<file path="config.mk">
export PLATFORM = sky130hd
export DESIGN_NAME = irq_collector
export DESIGN_NICKNAME = d
export VERILOG_FILES = /design/src/rtl/irq_collector.sv
export SDC_FILE = /design/constraint.sdc
export NUM_CORES = 1
export LEC_CHECK = 0
export CORE_MARGIN = 2
export CORE_UTILIZATION = 40
export CTS_CLUSTER_DIAMETER = 100
export CTS_CLUSTER_SIZE = 25
export DETAILED_ROUTE_END_ITERATION = 10
export PLACE_DENSITY_LB_ADDON = 0.05
export SLEW_MARGIN = 30
export SYNTH_ARGS = -nofsm -noshare
export SYNTH_HDL_FRONTEND = slang
export SYNTH_SLANG_ARGS = --single-unit
</file>
<file path="constraint.sdc">
create_clock -name cpu_clk -period 1.7 [get_ports cpu_clk]
set_clock_uncertainty 0.2 [all_clocks]
set_input_delay 0.425 -clock cpu_clk [delete_from_list [all_inputs] [get_ports cpu_clk]]
set_output_delay 0.425 -clock cpu_clk [all_outputs]
set_load 0.03 [all_outputs]
</file>
<file path="src/rtl/irq_collector.sv">
// irq_collector: latches active-low interrupt requests as sticky flags.
// Flags are gated by a CPU-writable mask to drive the active-low cpu_int.
// Status, mask and missed-interrupt count are readable over the CPU bus.
module irq_collector #(
   parameter int          NSRC = 4,
   parameter logic [15:0] BASE = 16'hd019
) (
   input  logic            cpu_clk,
   input  logic            rst,
   input  logic [15:0]     addr,
   input  logic [7:0]      data_in,
   input  logic            cpu_rwb,
   input  logic [NSRC-1:0] src_int_n,
   output logic [7:0]      data_out,
   output logic            send_out,
   output logic            cpu_int
);

   localparam logic [15:0] STAT_ADDR = BASE;
   localparam logic [15:0] MASK_ADDR = BASE + 16'd1;
   localparam logic [15:0] MISS_ADDR = BASE + 16'd2;

   logic [NSRC-1:0] prev;
   logic [NSRC-1:0] flags;
   logic [NSRC-1:0] mask;
   logic [7:0]      miss;

   logic [NSRC-1:0] fire;
   logic [NSRC-1:0] clr;
   logic            dup;
   logic            wr_stat;
   logic            wr_mask;
   logic            wr_miss;
   logic            rd_hit;
   logic [7:0]      rd_val;
   logic [7:0]      stat_val;

   // Falling-edge detect, write decode and duplicate-fire detection
   always_comb begin
      fire    = prev & ~src_int_n;
      wr_stat = !cpu_rwb && (addr == STAT_ADDR);
      wr_mask = !cpu_rwb && (addr == MASK_ADDR);
      wr_miss = !cpu_rwb && (addr == MISS_ADDR);
      clr     = wr_stat ? data_in[NSRC-1:0] : '0;
      dup     = |(fire & flags);
   end

   // Read data mux; status packs any-pending in bit 7 above the raw flags
   always_comb begin
      stat_val            = '0;
      stat_val[NSRC-1:0]  = flags;
      stat_val[7]         = |(flags & mask);
      rd_hit              = 1'b0;
      rd_val              = '0;
      if (cpu_rwb) begin
         if (addr == STAT_ADDR) begin
            rd_hit = 1'b1;
            rd_val = stat_val;
         end else if (addr == MASK_ADDR) begin
            rd_hit = 1'b1;
            rd_val = {{(8-NSRC){1'b0}}, mask};
         end else if (addr == MISS_ADDR) begin
            rd_hit = 1'b1;
            rd_val = miss;
         end
      end
   end

   // Sticky flags (set wins over clear), mask and saturating miss counter
   always_ff @(posedge cpu_clk) begin
      if (rst) begin
         prev  <= '1;
         flags <= '0;
         mask  <= '0;
         miss  <= '0;
      end else begin
         prev  <= src_int_n;
         flags <= (flags & ~clr) | fire;
         if (wr_mask)
            mask <= data_in[NSRC-1:0];
         if (wr_miss)
            miss <= dup ? 8'd1 : 8'd0;
         else if (dup && (miss != 8'hff))
            miss <= miss + 8'd1;
      end
   end

   // Registered interrupt output and bus read port
   always_ff @(posedge cpu_clk) begin
      if (rst) begin
         cpu_int  <= 1'b1;
         send_out <= 1'b0;
         data_out <= '0;
      end else begin
         cpu_int  <= !(|(flags & mask));
         send_out <= rd_hit;
         if (rd_hit)
            data_out <= rd_val;
      end
   end

endmodule

</file>
==> reports/qor.csv <==
stage,metric,value,unit
run_status,status,finished with violations,
run_status,violations,negative setup slack,
clock_network,cts.sinks,30,
die,die_h,65.0,um
drt,drc,0,
sta,setup_viol,1,
sta,max_freq,0.572,GHz
synth,ys_warn_count,0,
worst_setup_path,startpoint_type,primary input,
min_path,hold_path_class,primary input to flop,
clock_network,cts_buffers,5,
synth,synth_top_area_frac,0.403,
clock_network,cts_tree,built,
sta,setup_ws,-47.5,ps
synth,synth_area,1490,um^2
placed_design,dp_hpwl,3060,um
clock_network,worstSkewPairLatency,280,ps
synth,ys_seq_area_frac,0.403,
die,rows,22,
die,initial_utilization,0.413,
sta,slew_violations,0,
placed_design,gp_congestion,0.779,
layout,final_common_cell,buf_4,
die,num_io_pins,41,
worst_setup_path,critPathCaptureType,flop,
drt,vias_per_cell,5.55,
layout,n_antenna_cell,0,
power,p_total,1.59,mW
layout,final_cell_mix,"buf_4 (42), dfxtp_1 (22), a21oi_1 (19)",
clock_network,hold_buffers,0,
global_routing,overflow,0,
sta,post-route-min-period,1750,ps
synth,synth_cell_types,37,
die,die_w,65.0,um
drt,ant_nets,0,
clock_network,cts.clk_slew.worst_paths,70,ps
worst_setup_path,arrival,1750,ps
synth,synth_fa_ha_area_frac,0.00840,
flow_run,maxCapViolations,0,
power,irDropWorstVdd,456,uV
worst_setup_path,required,1700,ps
layout,seqCellArea,611,um^2
layout,final_nets,282,
layout,fin_cells,299,
die,dieArea,4230,um^2
synth,synth_xor_area_frac,0,
placed_design,io_buffer_count,36,
synth,synth-compound-area-share,0.225,
global_routing,grt.total_usage,0.222,
sta,hold_viol,0,
clock_network,htree_levels,2,
synth,synth_nets,202,
layout,multi_input_area,1000,um^2
layout,syn2layout_area_growth,62.3,%
power,p_leak,0.945,nW
global_routing,grt_pass1_wl,7200,um
synth,synth.area.mux_share,0.0303,
synth,ys_top_cells_by_area,"dfxtp_1 (40%), a21oi_1 (7.4%), o21ai_0 (5.7%)",
synth,syn_avg_cell_area,8.76,um^2
global_routing,grt_pass1_vias,1620,
placed_design,dp_worst_setup_slack,-703,ps
synth,synth_seq_cells,30,
synth,synth_top_family_by_area,simple AND/OR/NAND/NOR gates,
placed_design,post_dp_cell_area,2150,um^2
drt,avgRoutedWirePerCell,14.9,um
worst_setup_path,path_class,primary input to flop,
sta,tightest_slew,302,ps
drt,routed_wl,4460,um
drt,vias,1660,
die,core_area,3610,um^2
drt,drtPass1Iterations,4,
worst_setup_path,worstPathMaxFanout,5,
clock_network,root_buffer,clkbuf_8,
synth,synth-simple-area-share,0.295,
sta,setup_tns,-47.5,ps
synth,synthCells,170,
drt,initialDrtViolationCount,71,
sta,rsz0062_at_grt,true,
layout,drive_above_1_share,0.422,
sta,maxSlewHeadroom,0.799,
power,p_per_area,657,nW/um^2
synth,synth_area_leader_cell,dfxtp_1,
placed_design,dp.cells,278,
clock_network,cts_max_path_buffers,2,
layout,nFillCells,313,
global_routing,antenna_found_initial,0,
sta,fin_crit_sh,1.03,
layout,final_area,2420,um^2
global_routing,grt_max_degree,11,
Yosys cell counts (all sizes together):
library cell and n:
dfxtp 30, a21oi 22, o21ai 17, nand3 13
nand2b 7, or3 7, a22oi 6, clkbuf 6
nand4 6, nor2 5, or2 5, buf 4
mux2 4, nand3b 4, nor2b 4, nand2 3
o31ai 3, o41ai 3, or4 3, and4 2
inv 2, nand4b 2, a2111oi 1, a211oi 1
a31oi 1, and2 1, and3 1, and4b 1
ha 1, nor4 1, nor4b 1, o211ai 1
o21bai 1, o221ai 1
worst paths after layout:
check / start / end / slack (ps) / cells after the start
max: addr[9] / miss[0] / -50 / 6
min: src_int_n[2] / prev[2] / 150 / 2
min reg2reg: prev[2] / flags[2] / 270 / 2
max reg2reg: prev[3] / miss[4] / 30 / 4
power breakdown:
group	leakage, nW	total, mW	switching [mW]	internal [mW]
logic	0.651	0.265	0.121	0.144
registers	0.246	0.737	0.0130	0.724
clock network	0.0482	0.585	0.259	0.326
sequential cells by signal, summed over array words and instances, names as in the netlist:
register and cells:
data_out 8, flags 4, mask 4, prev 4, miss 8, send_out 1
cpu_int 1
cell families after synthesis:
logic type / Yosys count
flip-flops: 30
AO/OA/AOI/OAI: 57
buffers and inverters: 12
multiplexers: 4
adder cells (fa/ha/maj): 1
AND/OR/NAND/NOR: 66
final cells by class:
type	count	share of cell area
clock inverter	1	0.00207
multi-input combinational	130	0.415
tap	48	0.0249
timing repair buffer	81	0.267
inverter	2	0.00311
sequential	30	0.253
clock buffer	7	0.0357
critical path, cell delays in order:
cell	delay, ps
buf_6	100
nor4_4	300
buf_4	170
nand4_4	140
or3_1	420
a31oi_1	190
stage by stage:
| step | utilization | hold slack, ps |
|---|---|---|
| finish | 0.670 | 151 |
| global route | 0.670 | 149 |
| CTS | 0.661 | 256 |
| detailed placement | 0.595 | 260 |
| global placement | 0.595 | 252 |
| floorplan | - | 245 |
metal layers:
metal	share of wire	global-route usage	up-vias	wire (um)
met5	0	0	-	0
met4	0.014	0.0781	0	62
met1	0.44	0.265	809	1940
met2	0.51	0.383	37	2280
met3	0.039	0.0573	5	174
li1	-	-	809	-
repair_timing:
item | 4_1_cts | 5_1_grt
cloned | 1 | 1
gates resized for setup | 67 | 33
buffers inserted | 11 | 1
endpoints found under the setup margin | 35 | 23
pin swaps | 24 | 14
Power figures use the tool's default switching activity.
